**src/rtl/morse_tx_engine_pkg.sv**
```systemverilog
// rtl/morse_tx_engine_pkg.sv - shared encodings for the Morse transmit engine
// Code word layout: [7:5] element count, [4:0] pattern with bit0 sent first, 1 = dash.
package morse_tx_engine_pkg;

   typedef enum logic [2:0] {
      S_IDLE  = 3'd0,
      S_LOAD  = 3'd1,
      S_MARK  = 3'd2,
      S_SPACE = 3'd3,
      S_GAP   = 3'd4
   } state_t;

   localparam logic [7:0] ETX_CODE        = 8'h03;
   localparam logic [7:0] WORD_SPACE_CODE = 8'h00;

   localparam int COUNT_MSB = 7;
   localparam int COUNT_LSB = 5;
   localparam int PAT_MSB   = 4;
   localparam int PAT_LSB   = 0;

   function automatic logic [2:0] code_count(input logic [7:0] code);
      return code[COUNT_MSB:COUNT_LSB];
   endfunction

   function automatic logic [4:0] code_pattern(input logic [7:0] code);
      return code[PAT_MSB:PAT_LSB];
   endfunction

   // A character carries 1..5 elements; other non-control codes are dropped.
   function automatic logic code_is_char(input logic [7:0] code);
      return (code_count(code) != 3'd0) && (code_count(code) <= 3'd5);
   endfunction

endpackage

```
**src/rtl/sync_fifo.sv**
```systemverilog
// rtl/sync_fifo.sv - single-clock FIFO with flush and registered occupancy
// A full FIFO refuses a push even when a pop happens in the same cycle.
module sync_fifo #(
   parameter int DEPTH = 16,
   parameter int WIDTH = 8
) (
   input  logic                   clk,
   input  logic                   rst_n,
   input  logic                   push,
   input  logic                   pop,
   input  logic                   flush,
   input  logic [WIDTH-1:0]       wr_data,
   output logic [WIDTH-1:0]       rd_data,
   output logic                   full,
   output logic                   empty,
   output logic [$clog2(DEPTH):0] level
);

   localparam int AW = $clog2(DEPTH);
   localparam int LW = AW + 1;
   localparam logic [LW-1:0] FULL_LVL = LW'(DEPTH);

   logic [WIDTH-1:0] mem [DEPTH];
   logic [AW-1:0]    wr_ptr;
   logic [AW-1:0]    rd_ptr;
   logic             do_push;
   logic             do_pop;

   assign full    = (level == FULL_LVL);
   assign empty   = (level == '0);
   assign do_push = push && !full && !flush;
   assign do_pop  = pop && !empty && !flush;
   assign rd_data = mem[rd_ptr];

   always_ff @(posedge clk) begin
      if (do_push) mem[wr_ptr] <= wr_data;
   end

   // Pointers are exactly AW bits wide, so they wrap at DEPTH on their own.
   always_ff @(posedge clk or negedge rst_n) begin
      if (!rst_n) begin
         wr_ptr <= '0;
         rd_ptr <= '0;
         level  <= '0;
      end else if (flush) begin
         wr_ptr <= '0;
         rd_ptr <= '0;
         level  <= '0;
      end else begin
         if (do_push) wr_ptr <= wr_ptr + 1'b1;
         if (do_pop)  rd_ptr <= rd_ptr + 1'b1;
         case ({do_push, do_pop})
            2'b10:   level <= level + LW'(1);
            2'b01:   level <= level - LW'(1);
            default: level <= level;
         endcase
      end
   end

endmodule

```
**src/rtl/morse_tx_engine.sv**
```systemverilog
// rtl/morse_tx_engine.sv - keys queued Morse code words onto a line with unit timing
// Unit length is latched at start; each timed state runs (units+1) * unit_len clocks.
module morse_tx_engine
   import morse_tx_engine_pkg::*;
#(
   parameter int DEPTH = 16,
   parameter int CNT_W = 32
) (
   input  logic                   clk,
   input  logic                   rst_n,
   input  logic [7:0]             wr_data,
   input  logic                   wr_valid,
   output logic                   wr_ready,
   input  logic [CNT_W-1:0]       bit_time,
   input  logic                   start,
   input  logic                   abort,
   input  logic                   line_invert,
   output logic                   out,
   output logic                   busy,
   output logic                   done,
   output logic [$clog2(DEPTH):0] level
);

   localparam int LW = $clog2(DEPTH) + 1;
   localparam logic [CNT_W-1:0] CNT_ONE = CNT_W'(1);

   state_t           state;
   logic [CNT_W-1:0] unit_len;
   logic [CNT_W-1:0] cnt;
   logic [1:0]       units;
   logic [4:0]       pat;
   logic [2:0]       elems;
   logic             line;
   logic             done_q;
   logic [7:0]       head;
   logic             full;
   logic             empty;
   logic             unit_end;

   assign wr_ready = !full;
   assign busy     = (state != S_IDLE);
   assign done     = done_q;
   assign out      = line ^ line_invert;
   assign unit_end = (cnt == '0) && (units == 2'd0);

   sync_fifo #(
      .DEPTH (DEPTH),
      .WIDTH (8)
   ) u_fifo (
      .clk     (clk),
      .rst_n   (rst_n),
      .push    (wr_valid && !abort),
      .pop     ((state == S_LOAD) && !abort),
      .flush   (abort),
      .wr_data (wr_data),
      .rd_data (head),
      .full    (full),
      .empty   (empty),
      .level   (level)
   );

   always_ff @(posedge clk or negedge rst_n) begin
      if (!rst_n) begin
         state    <= S_IDLE;
         unit_len <= CNT_ONE;
         cnt      <= '0;
         units    <= 2'd0;
         pat      <= 5'd0;
         elems    <= 3'd0;
         line     <= 1'b0;
         done_q   <= 1'b0;
      end else begin
         done_q <= 1'b0;
         if (abort) begin
            state <= S_IDLE;
            line  <= 1'b0;
         end else begin
            case (state)
               S_IDLE: begin
                  if (start && !empty) begin
                     state    <= S_LOAD;
                     unit_len <= (bit_time == '0) ? CNT_ONE : bit_time;
                  end
               end
               S_LOAD: begin
                  if (head == ETX_CODE) begin
                     state  <= S_IDLE;
                     done_q <= 1'b1;
                  end else if (head == WORD_SPACE_CODE) begin
                     state <= S_GAP;
                     cnt   <= unit_len - CNT_ONE;
                     units <= 2'd3;
                  end else if (code_is_char(head)) begin
                     state <= S_MARK;
                     line  <= 1'b1;
                     pat   <= code_pattern(head);
                     elems <= code_count(head);
                     cnt   <= unit_len - CNT_ONE;
                     units <= code_pattern(head)[0] ? 2'd2 : 2'd0;
                  end else if (level > LW'(1)) begin
                     state <= S_LOAD;
                  end else begin
                     state  <= S_IDLE;
                     done_q <= 1'b1;
                  end
               end
               S_MARK, S_SPACE, S_GAP: begin
                  if (!unit_end) begin
                     if (cnt == '0) begin
                        cnt   <= unit_len - CNT_ONE;
                        units <= units - 2'd1;
                     end else begin
                        cnt <= cnt - CNT_ONE;
                     end
                  end else if (state == S_MARK) begin
                     // Last element gets the 3-unit inter-character gap.
                     state <= S_SPACE;
                     line  <= 1'b0;
                     cnt   <= unit_len - CNT_ONE;
                     units <= (elems > 3'd1) ? 2'd0 : 2'd2;
                     pat   <= pat >> 1;
                     elems <= elems - 3'd1;
                  end else if (state == S_SPACE && elems != 3'd0) begin
                     state <= S_MARK;
                     line  <= 1'b1;
                     cnt   <= unit_len - CNT_ONE;
                     units <= pat[0] ? 2'd2 : 2'd0;
                  end else if (!empty) begin
                     state <= S_LOAD;
                  end else begin
                     state  <= S_IDLE;
                     done_q <= 1'b1;
                  end
               end
               default: begin
                  state <= S_IDLE;
                  line  <= 1'b0;
               end
            endcase
         end
      end
   end

endmodule

```
**config.mk**
```make
export PLATFORM = sky130hd
export DESIGN_NAME = morse_tx_engine
export DESIGN_NICKNAME = d
export VERILOG_FILES = /design/src/rtl/morse_tx_engine_pkg.sv /design/src/rtl/sync_fifo.sv /design/src/rtl/morse_tx_engine.sv
export SDC_FILE = /design/constraint.sdc
export NUM_CORES = 1
export LEC_CHECK = 0
export CORE_MARGIN = 2
export CORE_UTILIZATION = 40
export DETAILED_ROUTE_END_ITERATION = 12
export GPL_TIMING_DRIVEN = 0
export SETUP_SLACK_MARGIN = 0.1
export SLEW_MARGIN = 25
export SYNTH_ARGS = -nofsm -noshare
export SYNTH_HDL_FRONTEND = slang
export SYNTH_SLANG_ARGS = --single-unit
```
**constraint.sdc**
```tcl
create_clock -name clk -period 7.1 [get_ports clk]
set_input_delay 1.42 -clock clk [delete_from_list [all_inputs] [get_ports clk]]
set_output_delay 1.42 -clock clk [all_outputs]
set_load 0.02 [all_outputs]
```
==> summary.txt, run 1 <==
Run status
  – Run status: completed

Route
  – Drt total wl: 27270 um
  – Remaining design rule violation count: 0
  – Vias per cell: 5.633
  – Post-route ant nets: 0
  – Pre-antenna DRT Iters: 5
  – Iteration-0 DRC Markers: 576
  – Wirelength per Cell: 20.20 um
  – Vias after detailed routing: 7604

Logic synthesis
  – EDFF count, synth: 128
  – Yosys cell types: 66
  – Top area cells in the synthesized netlist: sky130_fd_sc_hd__edfxtp_1, sky130_fd_sc_hd__dfrtp_1, sky130_fd_sc_hd__mux4_2
  – Fraction of registers with async set or reset after synthesis: 41.82%
  – Fraction of post-synthesis cell area in the top cell type by area: 35.67%
  – Mapped Avg Cell Area: 11.89 um2
  – Synthesized netlist cell count: 906
  – Main synth FF type: sky130_fd_sc_hd__edfxtp_1
  – Yosys warning total: 0
  – Area of the mapped netlist: 10780 um2
  – Synthesized net count: 966
  – Leading area contributor after synthesis: sky130_fd_sc_hd__edfxtp_1
  – Sequential element share of the synthesized area: 57.04%
  – Flops & latches, synth: 220

Pwr
  – IR drop worst, VDD: 252.7 uV
  – PD cells: 325.0 nW/um2
  – Leakage: 0.004511 uW

CTS
  – CTS tree: yes
  – Clock root cell: sky130_fd_sc_hd__clkbuf_16
  – Post-cts resize count: 0
  – Clock slew seen by the registers of the worst setup and hold paths: 0.06 ns
  – Hold bufs inserted after CTS: 0
  – Clock Sinks: 220
  – Number of buffers created by CTS: 24
  – Postcts setup bufs: 0
  – Number of buffers between clock root and the deepest sink: 3
  – H-tree depth reported by CTS: 1
  – Clock Latency Late Sink: 0.52 ns

Floorplanning
  – Height of the die: 168.1 um
  – Initial standard-cell utilization of the core: 40.32%
  – Die X: 168.1 um
  – Floorplan core area: 26730 um2
  – Number of top-level pins: 55
  – Total die area: 28270 um2
  – Row count: 60

STA
  – Worst hold slack across all endpoints: 0.4998 ns
  – Final hold violation count: 0
  – Worst-margin pin slew: 1.050 ns
  – Max transition margin: 29.77%
  – Setup Total Neg Slack: 0 ns
  – Final critical delay including setup and external delays: 4.046 ns
  – Worst Clk Skew: 0.009236 ns
  – Final Cycle Share: 56.98%
  – Fin. max-slew vios: 0
  – Timing-limited maximum frequency: 247.2 MHz
  – Setup repair after global routing missed its margin: no
  – Endpoints failing setup: 0

Flow run
  – Count of maximum capacitance violations: 0

GRT
  – Total global routing track utilization: 19.23%
  – Initial antenna violation count: 0
  – First-pass GRT wire length: 42560 um
  – Maximum number of pins on one net before global-route repair: 72
  – Total grt overflow: 0
  – Vias in the first global route: 7343

Place
  – Final weighted congestion in routability-driven placement: 0.8532
  – Number of cells in the design after placement: 1306
  – Number of input and output port buffers inserted: 54
  – Placed wire-length estimate: 19090 um

Worst setup path
  – Worst Path Max Fanout: 1
  – Worst-path cell chain: clkdlybuf4s50_1 > xor2_1 > clkdlybuf4s50_1
  – Endpoint kind of the worst setup timing path: primary output
  – Worst R2R Setup Slack: 3.26 ns
  – Worst setup path category: primary input to primary output
  – Worst R2R Start: cnt[0]
  – Startpoint Class: primary input
  – Cell occurring most often along the worst timing path: sky130_fd_sc_hd__clkdlybuf4s50_1
  – End of the worst register-to-register path: cnt[9]
  – Setup crit start: line_invert
  – Critical path data required time: 5.68 ns
  – Slowest library cell on the worst path: sky130_fd_sc_hd__clkdlybuf4s50_1
  – Data arrival at the endpoint of the critical path: 2.63 ns
  – CP max stage delay: 0.61 ns
  – Critical Path Sink: out
  – Worst R2R Path Depth: 13

Final layout
  – Area overhead of the layout relative to synthesis: 18.00%
  – NumNets Final: 1051
  – Number of inserted diodes: 0
  – Proportion of layout cells with a drive suffix above 1: 14.67%
  – Non-filler cells in the finished layout: 1350

Min path
  – Worst min-delay path category: register to register
-- state kept, by name, summed over array words and instances, names as in the netlist --
register,count
u_fifo.mem,128
line,1
u_fifo.level,5
u_fifo.rd_ptr,4
state,3
units,2
u_fifo.wr_ptr,4
cnt,32
done,1
elems,3
pat,5
unit_len,32
-- worst min path at each step --
stage	from	endpoint	slack [ns]	depth (start not counted)
after floorplan	cnt[30]	cnt[30]	0.46	2
after global placement	cnt[10]	cnt[10]	0.49	2
after detailed placement	cnt[30]	cnt[30]	0.49	2
after CTS	cnt[30]	cnt[30]	0.51	2
after global routing	cnt[29]	cnt[29]	0.55	1
final	cnt[30]	cnt[30]	0.50	2
-- cell usage in the layout, fill, tap and decap left out, types with 5 or more instances in the layout --
cell type and count:
sky130_fd_sc_hd__a21oi_1 52, sky130_fd_sc_hd__a31oi_1 10, sky130_fd_sc_hd__buf_2 13, sky130_fd_sc_hd__buf_4 7, sky130_fd_sc_hd__buf_6 5, sky130_fd_sc_hd__bufinv_16 5, sky130_fd_sc_hd__clkbuf_1 35, sky130_fd_sc_hd__clkbuf_16 24
sky130_fd_sc_hd__clkbuf_8 5, sky130_fd_sc_hd__clkdlybuf4s50_1 53, sky130_fd_sc_hd__dfrtp_1 91, sky130_fd_sc_hd__edfxtp_1 128, sky130_fd_sc_hd__ha_1 14, sky130_fd_sc_hd__inv_1 17, sky130_fd_sc_hd__mux2_2 38, sky130_fd_sc_hd__mux2i_1 16
sky130_fd_sc_hd__mux4_2 27, sky130_fd_sc_hd__nand2_1 56, sky130_fd_sc_hd__nand3_1 16, sky130_fd_sc_hd__nand4_1 10, sky130_fd_sc_hd__nor2_1 109, sky130_fd_sc_hd__nor2b_1 9, sky130_fd_sc_hd__nor3_1 28, sky130_fd_sc_hd__nor3_2 5
sky130_fd_sc_hd__nor4_1 25, sky130_fd_sc_hd__o21ai_0 51, sky130_fd_sc_hd__o22a_1 13, sky130_fd_sc_hd__or3_1 14, sky130_fd_sc_hd__or4_1 5, sky130_fd_sc_hd__xnor2_1 18, sky130_fd_sc_hd__xor2_1 19
-- cell usage after synthesis, types with 9 or more instances --
cell	count
sky130_fd_sc_hd__nor3_1	32
sky130_fd_sc_hd__xnor2_1	18
sky130_fd_sc_hd__nor4_1	25
sky130_fd_sc_hd__mux4_2	27
sky130_fd_sc_hd__a31oi_1	10
sky130_fd_sc_hd__edfxtp_1	128
sky130_fd_sc_hd__nand4_1	10
sky130_fd_sc_hd__mux2i_1	16
sky130_fd_sc_hd__nor2b_1	9
sky130_fd_sc_hd__mux2_2	38
sky130_fd_sc_hd__clkbuf_1	29
sky130_fd_sc_hd__o21ai_0	51
sky130_fd_sc_hd__nor2_1	113
sky130_fd_sc_hd__a21oi_1	52
sky130_fd_sc_hd__nand3_1	16
sky130_fd_sc_hd__xor2_1	19
sky130_fd_sc_hd__o22a_1	13
sky130_fd_sc_hd__ha_1	14
sky130_fd_sc_hd__buf_2	13
sky130_fd_sc_hd__dfrtp_1	91
sky130_fd_sc_hd__inv_1	17
sky130_fd_sc_hd__nand2_1	56
sky130_fd_sc_hd__or3_1	14
-- stage by stage --
step | cell area, um2 | setup WS (ns) | power [uW] | util [%]
final | 12720 | 3.054 | 4133 | 47.58
after global placement | 11740 | 0.9095 | 2751 | 43.94
after CTS | 12710 | 3.053 | 4158 | 47.54
after detailed placement | 11830 | 3.050 | 2778 | 44.27
after global routing | 12720 | 2.969 | 4353 | 47.58
after floorplan | 10780 | 3.906 | 2455 | -
-- worst max-delay path, delay by kind of cell --
kind                   cells  cell delay [ns]
buffers and inverters      2             1.08
XOR/XNOR                   1             0.13
-- kinds of logic (layout without fill, tap and decap cells) --
family	after synthesis	in the layout	synth area share, %
AND/OR/NAND/NOR	312	312	14.23
flip-flops	220	220	57.04
AO/OA/AOI/OAI	175	175	10.19
multiplexers	81	81	11.10
buffers and inverters	67	170	2.798
XOR/XNOR	37	37	3.007
adder cells (fa/ha/maj)	14	14	1.625
-- final cells by class --
class                   instances  area (um2)
repair buffers                 59       606.8
clock inverters                 9       183.9
flip-flops and latches        220        6147
inverters                      17       63.81
well taps                     341       426.7
plain buffers                  50       237.7
fillers                      2397       14010
clock buffers                  35       691.9
multi-input cells             619        4358
-- metal layers --
metal | part of all wire (%) | global-route usage, % | vias to the layer above | wire [um]
met5 | 0 | 0 | - | 0
met4 | 1.5 | 4.685 | 0 | 420
met1 | 48 | 29.29 | 3779 | 13200
met3 | 6.0 | 3.409 | 31 | 1637
met2 | 44 | 28.62 | 211 | 12010
li1 | - | - | 3583 | -
-- report_power, final --
part / switching (uW) / leakage (uW) / internal [uW]
Clock: 514 / 0.000424 / 859
Combinational: 493 / 0.00181 / 433
Sequential: 255 / 0.00228 / 1580
Total: 1260 / 0.00451 / 2870
Note: power is estimated with default switching activity, not from simulation.
==> run 2, diff against run 1 <==
- clock period: 7.1 -> 4.1 ns (I/O delays scaled with it)
==> run 2 against run 1 <==
- die area unchanged
- total power up 73%
- sequential share of layout area about the same
- register-to-register slack worse by 2.9 ns
- sequential power up 74%
- largest cell class unchanged
- clock power up 74%
==> summary.txt, run 2 (same netlist as run 1, synthesis figures left out) <==
Run status
  – Run status: completed

STA
  – Setup repair after global routing missed its margin: no
  – Fin. max-slew vios: 0
  – Endpoints failing setup: 0
  – Worst hold slack across all endpoints: 0.1433 ns
  – Final Cycle Share: 90.33%
  – Timing-limited maximum frequency: 270.0 MHz
  – Worst-margin pin slew: 1.048 ns
  – Worst Clk Skew: 0.009863 ns
  – Final critical delay including setup and external delays: 3.704 ns
  – Setup Total Neg Slack: 0 ns
  – Final hold violation count: 0
  – Max transition margin: 29.87%

Place
  – Number of cells in the design after placement: 1306
  – Area post-placement: 11830 um2
  – Placed wire-length estimate: 19090 um
  – Final weighted congestion in routability-driven placement: 0.8532
  – Number of input and output port buffers inserted: 54

Worst setup path
  – Data arrival at the endpoint of the critical path: 4.12 ns
  – End of the worst register-to-register path: cnt[9]
  – Worst setup path category: register to register
  – Critical path data required time: 4.51 ns
  – Startpoint Class: register
  – Worst R2R Path Depth: 12
  – Worst Path Max Fanout: 10
  – Worst R2R Setup Slack: 0.40 ns
  – Endpoint kind of the worst setup timing path: register
  – Worst R2R Start: u_fifo.rd_ptr[1]

GRT
  – Initial antenna violation count: 0
  – Vias in the first global route: 7343
  – First-pass GRT wire length: 42560 um
  – Total global routing track utilization: 19.23%
  – Total grt overflow: 0
  – Maximum number of pins on one net before global-route repair: 72

Final layout
  – Largest registers: u_fifo.mem x128, cnt x32, unit_len x32
  – NumNets Final: 1051
  – Commonest non-fill, non-tap cell in the layout: sky130_fd_sc_hd__edfxtp_1
  – Number of inserted diodes: 0
  – Largest Register: u_fifo.mem
  – Non-filler cells in the finished layout: 1350
  – Proportion of layout cells with a drive suffix above 1: 14.87%
  – Area overhead of the layout relative to synthesis: 18.05%
  – Flip-flop count of the largest register, all copies and words added: 128
  – Commonest cells after routing, fill and taps aside: sky130_fd_sc_hd__edfxtp_1, sky130_fd_sc_hd__nor2_1, sky130_fd_sc_hd__dfrtp_1
  – Post-route cell area: 12720 um2

Flow run
  – Count of maximum capacitance violations: 0

Route
  – Wirelength per Cell: 20.18 um
  – Vias after detailed routing: 7611
  – Drt total wl: 27240 um
  – Iteration-0 DRC Markers: 590
  – Remaining design rule violation count: 0
  – Pre-antenna DRT Iters: 5
  – Post-route ant nets: 0
  – Vias per cell: 5.638

CTS
  – H-tree depth reported by CTS: 1
  – Number of buffers between clock root and the deepest sink: 3
  – Clock root cell: sky130_fd_sc_hd__clkbuf_16
  – Clock Sinks: 220
  – Clock Latency Late Sink: 0.52 ns
  – Postcts setup bufs: 0
  – Clock slew seen by the registers of the worst setup and hold paths: 0.06 ns
  – Number of buffers created by CTS: 24
  – CTS tree: yes

Floorplanning
  – Number of top-level pins: 55
  – Floorplan core area: 26730 um2
  – Initial standard-cell utilization of the core: 40.32%
  – Row count: 60
  – Total die area: 28270 um2
  – Height of the die: 168.1 um
  – Die X: 168.1 um

Pwr
  – IR drop worst, VDD: 437.7 uV
  – Power Total: 7162 uW
  – Leakage: 0.004514 uW
  – PD cells: 562.9 nW/um2

Min path
  – Worst min-delay path category: primary input to asynchronous set/reset pin
==> run 2: final cells by class <==
type	count	area (um2)
clock inverters	9	183.9
well taps	341	426.7
multi-input cells	619	4363
flip-flops and latches	220	6147
fillers	2396	14000
clock buffers	35	691.9
inverters	17	63.81
plain buffers	50	239.0
repair buffers	59	606.8
==> run 2: how the worst max path moves through the flow <==
stage	end	startpoint
2_1_floorplan	units[0]	u_fifo.rd_ptr[0]
3_3_place_gp	unit_len[1]	rst_n
3_5_place_dp	cnt[9]	cnt[0]
4_1_cts	cnt[9]	cnt[0]
5_1_grt	cnt[14]	u_fifo.rd_ptr[1]
6_report	cnt[9]	u_fifo.rd_ptr[1]
==> run 2: worst max-delay path, stage by stage, from the launching register on <==
cell                       delay (ns)
sky130_fd_sc_hd__dfrtp_1         0.36
sky130_fd_sc_hd__buf_4           0.23
sky130_fd_sc_hd__buf_2           0.33
sky130_fd_sc_hd__mux4_2          0.37
sky130_fd_sc_hd__a22oi_1         0.25
sky130_fd_sc_hd__nand3_1         0.27
sky130_fd_sc_hd__a221oi_1        0.52
sky130_fd_sc_hd__o21ai_1         0.26
sky130_fd_sc_hd__o211ai_2        0.24
sky130_fd_sc_hd__buf_4           0.20
sky130_fd_sc_hd__buf_2           0.29
sky130_fd_sc_hd__nor2_1          0.08
sky130_fd_sc_hd__o22a_1          0.18
==> run 2: per-layer routing <==
layer / wire, um / vias up / GRT usage (%)
li1: - / 3582 / -
met1: 13130 / 3759 / 29.29
met2: 11960 / 237 / 28.62
met3: 1730 / 33 / 3.409
met4: 424 / 0 / 4.685
met5: 0 / - / 0
==> run 2: stage by stage <==
step           util (%)  worst slack (ns)
6_report          47.60            0.3964
5_1_grt           47.60            0.1854
4_1_cts           47.54            0.3372
3_5_place_dp      44.27            0.3484
3_3_place_gp      43.94            -1.490
2_1_floorplan         -             1.258
==> run 2: report_power, final <==
part / internal [uW] / switching, uW / total, uW / leakage, uW
sequential: 2740 / 442 / 3180 / 0.00228
clock: 1490 / 891 / 2380 / 0.000424
combinational: 750 / 857 / 1610 / 0.00181
==> run 2: what timing repair did <==
action / 4_1_cts / 5_1_grt
hold buffers: 0 / 0
endpoints found under the setup margin: 0 / 20
resized for setup: 0 / 3
endpoints found under the hold margin: 0 / 0
==> run 3, diff against run 2 <==
- CORE_UTILIZATION: 40 -> 41
==> run 3 against run 2 <==
- critical path depth is 2 lower
- fmax decreased by 0.13%
- core utilization up 1.1 points
- non-clock buffer count unchanged
- clock-buffer cell count is 3 lower
- clock skew increased by 0.0029 ns
- clock power shrank 9.2%
- sequential power about the same
- flip-flop and latch count stayed put
- final cell count decreased by 0.44%
- first-iteration DRC count is 12% higher
- design area shrank 0.73%
- largest cell class unchanged
==> summary.txt, run 3 (same netlist as run 1, synthesis figures left out) <==
STA
  – Crit path setup slack, layout: 0.3915 ns
  – Setup Total Neg Slack: 0 ns
  – Worst-margin pin slew: 1.076 ns
  – Setup repair after global routing missed its margin: no
  – Worst Clk Skew: 0.01280 ns
  – Fin. max-slew vios: 0
  – Timing-limited maximum frequency: 269.6 MHz
  – Endpoints failing setup: 0
  – Max transition margin: 28.01%
  – Final critical delay including setup and external delays: 3.709 ns
  – Final hold violation count: 0
  – Final Cycle Share: 90.45%

Min path
  – Worst min-delay path category: primary input to asynchronous set/reset pin

Final layout
  – Largest registers: u_fifo.mem x128, cnt x32, unit_len x32
  – Area overhead of the layout relative to synthesis: 17.19%
  – Flip-flop count of the largest register, all copies and words added: 128
  – Number of inserted diodes: 0
  – Non-filler cells in the finished layout: 1344
  – Filler cells: 2272
  – Commonest cells after routing, fill and taps aside: sky130_fd_sc_hd__edfxtp_1, sky130_fd_sc_hd__nor2_1, sky130_fd_sc_hd__dfrtp_1
  – Commonest non-fill, non-tap cell in the layout: sky130_fd_sc_hd__edfxtp_1
  – Largest Register: u_fifo.mem
  – NumNets Final: 1051
  – Proportion of layout cells with a drive suffix above 1: 14.97%
  – Post-route cell area: 12630 um2

CTS
  – Clock slew seen by the registers of the worst setup and hold paths: 0.06 ns
  – H-tree depth reported by CTS: 1
  – Clock root cell: sky130_fd_sc_hd__clkbuf_16
  – Hold bufs inserted after CTS: 0
  – CTS tree: yes
  – Number of buffers created by CTS: 24
  – Post-cts resize count: 0
  – Number of buffers between clock root and the deepest sink: 3
  – Postcts setup bufs: 0
  – Clock Sinks: 220
  – Clock Latency Late Sink: 0.52 ns

Run status
  – Run status: completed

Route
  – Wirelength per Cell: 20.32 um
  – Post-route ant nets: 0
  – Vias after detailed routing: 7585
  – Remaining design rule violation count: 0
  – Pre-antenna DRT Iters: 5
  – Drt total wl: 27310 um
  – Iteration-0 DRC Markers: 660
  – Vias per cell: 5.644

GRT
  – Initial antenna violation count: 0
  – Vias in the first global route: 7337
  – Maximum number of pins on one net before global-route repair: 60
  – Total grt overflow: 0
  – First-pass GRT wire length: 42730 um
  – Total global routing track utilization: 19.66%

Floorplanning
  – Number of top-level pins: 55
  – Row count: 59
  – Die X: 166.1 um
  – Total die area: 27600 um2
  – Initial standard-cell utilization of the core: 41.59%
  – Height of the die: 166.1 um
  – Floorplan core area: 25910 um2

Place
  – Placement-stage worst setup slack: 0.3329 ns
  – Number of input and output port buffers inserted: 54
  – Placed wire-length estimate: 19340 um
  – Area post-placement: 11820 um2
  – Final weighted congestion in routability-driven placement: 0.8590
  – Number of cells in the design after placement: 1300

Worst setup path
  – CP max stage delay: 0.66 ns
  – Data arrival at the endpoint of the critical path: 4.11 ns
  – Worst-path cell chain: buf_4 > clkbuf_1 > nor2_1 > o31ai_1 > a221oi_1 > o21ai_1 > o211ai_2 > buf_4 > nor2_1 > mux2_2
  – Critical path data required time: 4.50 ns
  – Crit path buffers/inverters: 3
  – Startpoint Class: register
  – Endpoint kind of the worst setup timing path: register
  – Worst setup path category: register to register
  – Slowest library cell on the worst path: sky130_fd_sc_hd__o31ai_1
  – Dominant delay contributor by cell family on the critical path: compound AO/OA/AOI/OAI gates
  – Worst Path Max Fanout: 10

Flow run
  – Count of maximum capacitance violations: 0

Pwr
  – PD cells: 549.2 nW/um2
  – Leakage: 0.004486 uW
  – Power Total: 6936 uW
  – IR drop worst, VDD: 359.7 uV
## run 3: cell types whose count changed in the layout (fill, tap and decap cells not counted), moves of 2 or more
cell,before,now
sky130_fd_sc_hd__inv_6,0,2
sky130_fd_sc_hd__buf_4,7,9
sky130_fd_sc_hd__buf_6,5,3
sky130_fd_sc_hd__clkinv_2,2,7
sky130_fd_sc_hd__bufinv_16,5,2
## run 3: path summary, 6_finish.rpt
check | to | slack, ns | depth (start not counted) | from
hold / removal | elems[2] | 0.20 | 1 | rst_n
setup reg to reg | units[0] | 0.39 | 10 | u_fifo.rd_ptr[0]
min in group clk | cnt[10] | 0.51 | 2 | cnt[10]
hold reg to reg | cnt[10] | 0.51 | 2 | cnt[10]
setup / recovery | units[0] | 0.39 | 10 | u_fifo.rd_ptr[0]
max in group asynchronous | unit_len[0] | 3.23 | 2 | rst_n
## run 3: cell type report
class                   instances  area (um2)  share of cell area (%)
flip-flops and latches        220        6147                   48.67
multi-input cells             619        4363                   34.55
clock buffers                  32       670.6                   5.310
repair buffers                 59       599.3                   4.745
well taps                     335       419.2                   3.319
plain buffers                  50       237.7                   1.882
clock inverters                12       128.9                   1.020
inverters                      17       63.81                  0.5053
## run 3: per-stage QoR
| stage | hold WS [ns] | utilization (%) |
|---|---|---|
| 2_1_floorplan | 0.4605 | - |
| 3_3_place_gp | 0.4811 | 45.29 |
| 3_5_place_dp | 0.4982 | 45.61 |
| 4_1_cts | 0.1933 | 48.69 |
| 5_1_grt | 0.2072 | 48.74 |
| 6_report | 0.1958 | 48.74 |
## run 3: layer usage
metal	global-route usage [%]	part of all wire [%]	up-vias
met5	0	0	-
li1	-	-	3588
met1	29.96	47	3769
met4	3.554	0.93	0
met3	3.051	6.1	18
met2	30.22	46	210
## run 3: report_power, final
part	switching, uW	internal [uW]	leakage, uW	total, uW
Clock	873	1280	0.000401	2160
Combinational	852	748	0.00180	1600
Sequential	443	2740	0.00228	3180
Total	2170	4770	0.00449	6940
==> variant, RTL diff (settings of run 3) <==
`DEPTH` is set to 16 in 2 places; all go to 32.
--- a/src/rtl/sync_fifo.sv
+++ b/src/rtl/sync_fifo.sv
@@ -2,5 +2,5 @@
 // A full FIFO refuses a push even when a pop happens in the same cycle.
 module sync_fifo #(
-   parameter int DEPTH = 16,
+   parameter int DEPTH = 32,
    parameter int WIDTH = 8
 ) (
--- a/src/rtl/morse_tx_engine.sv
+++ b/src/rtl/morse_tx_engine.sv
@@ -4,5 +4,5 @@
    import morse_tx_engine_pkg::*;
 #(
-   parameter int DEPTH = 16,
+   parameter int DEPTH = 32,
    parameter int CNT_W = 32
 ) (
Interface: changed (resized level); port bits go from 55 to 56. The function was not compared with the original's and may differ.
==> variant against run 3 <==
Area after synthesis is 46% higher. Power is 51% higher. Cell area is 45% higher. Sequential power is 47% higher. Core utilization is 0.30 points lower. Final cell count is 27% higher. Routed wire length is 41% higher. Sequential cell count is 131 higher. Largest cell class unchanged. Worst setup slack worse by 170 ps. Count of clock-buffer cells in the layout is 16 higher. Largest power group unchanged.
==> variant: results (changes against run 3) <==
cts bufs inserted=40 (+67%); layout cells sized above 1=0.197 (+0.0478); Avg Cell Area, Syn=14.8 µm² (+24%); clock network area share=0.0709 (+0.00758); Static Leakage=6.16 nW (+37%); Final Net Count=1222 (+16%); Detailed Route Iter0 Violations=616 (-6.7%); VDD IR max=295 µV (-18%); RR Startpoint=u_fifo.rd_ptr[2]; crit path DAT=4300 ps (+190 ps); vias per cell=5.69 (+0.91%); Compound-Gate Fraction of Synth Area=0.0594 (-0.0425); multi-input gates=641 (+3.6%); Post-Syn Nets=1123 (+16%); global-route wire length before repair=58900 µm (+38%); largest net degree at the start of global routing=64 (+6.7%); adder-cell share of the synthesized area=0.0111 (-0.00512); worst hold margin=124 ps (-71.7 ps); Gates resized, CTS repair=13 (+13); DP Cell Count=1631 (+25%); status=complete, no violations; total track usage=0.200 (+0.00379); FF-to-FF path depth=11 (+1); clk sinks=351 (+60%); Slew HR=0.344 (+0.0641); Top Registers=u_fifo.mem x256, cnt x32, unit_len x32; Area contributors post-synth=edfxtp_1 (49%), dfrtp_1 (15%), mux4_2 (11%)
[variant: changes by cell type in the layout (fill, tap and decap cells not counted), sizes merged, moves of 8 or more]
cell	delta
a21oi	-12
clkbuf	+20
clkdlybuf4s50	-8
edfxtp	+128
mux4	+53
o22a	-8
[variant: worst max path at each step]
stage,startpoint,endpoint,cells after the start
2_1_floorplan,u_fifo.rd_ptr[1],units[0],11
3_3_place_gp,rst_n,unit_len[7],1
3_5_place_dp,u_fifo.rd_ptr[2],cnt[22],11
4_1_cts,u_fifo.rd_ptr[2],cnt[2],11
5_1_grt,u_fifo.rd_ptr[2],cnt[2],11
6_report,u_fifo.rd_ptr[2],cnt[2],11
[variant: report_power, final]
group / switching [mW] / internal [mW]
Combinational: 1.27 / 1.04
Clock: 1.48 / 2.03
Sequential: 0.438 / 4.24
[variant: per-layer routing]
metal  track usage  vias up  wire [µm]
met5             0        -          0
met4        0.0697        0        978
met3        0.0397       63       2380
met2         0.313      326      18100
met1         0.282     4958      17100
li1              -     4340          -
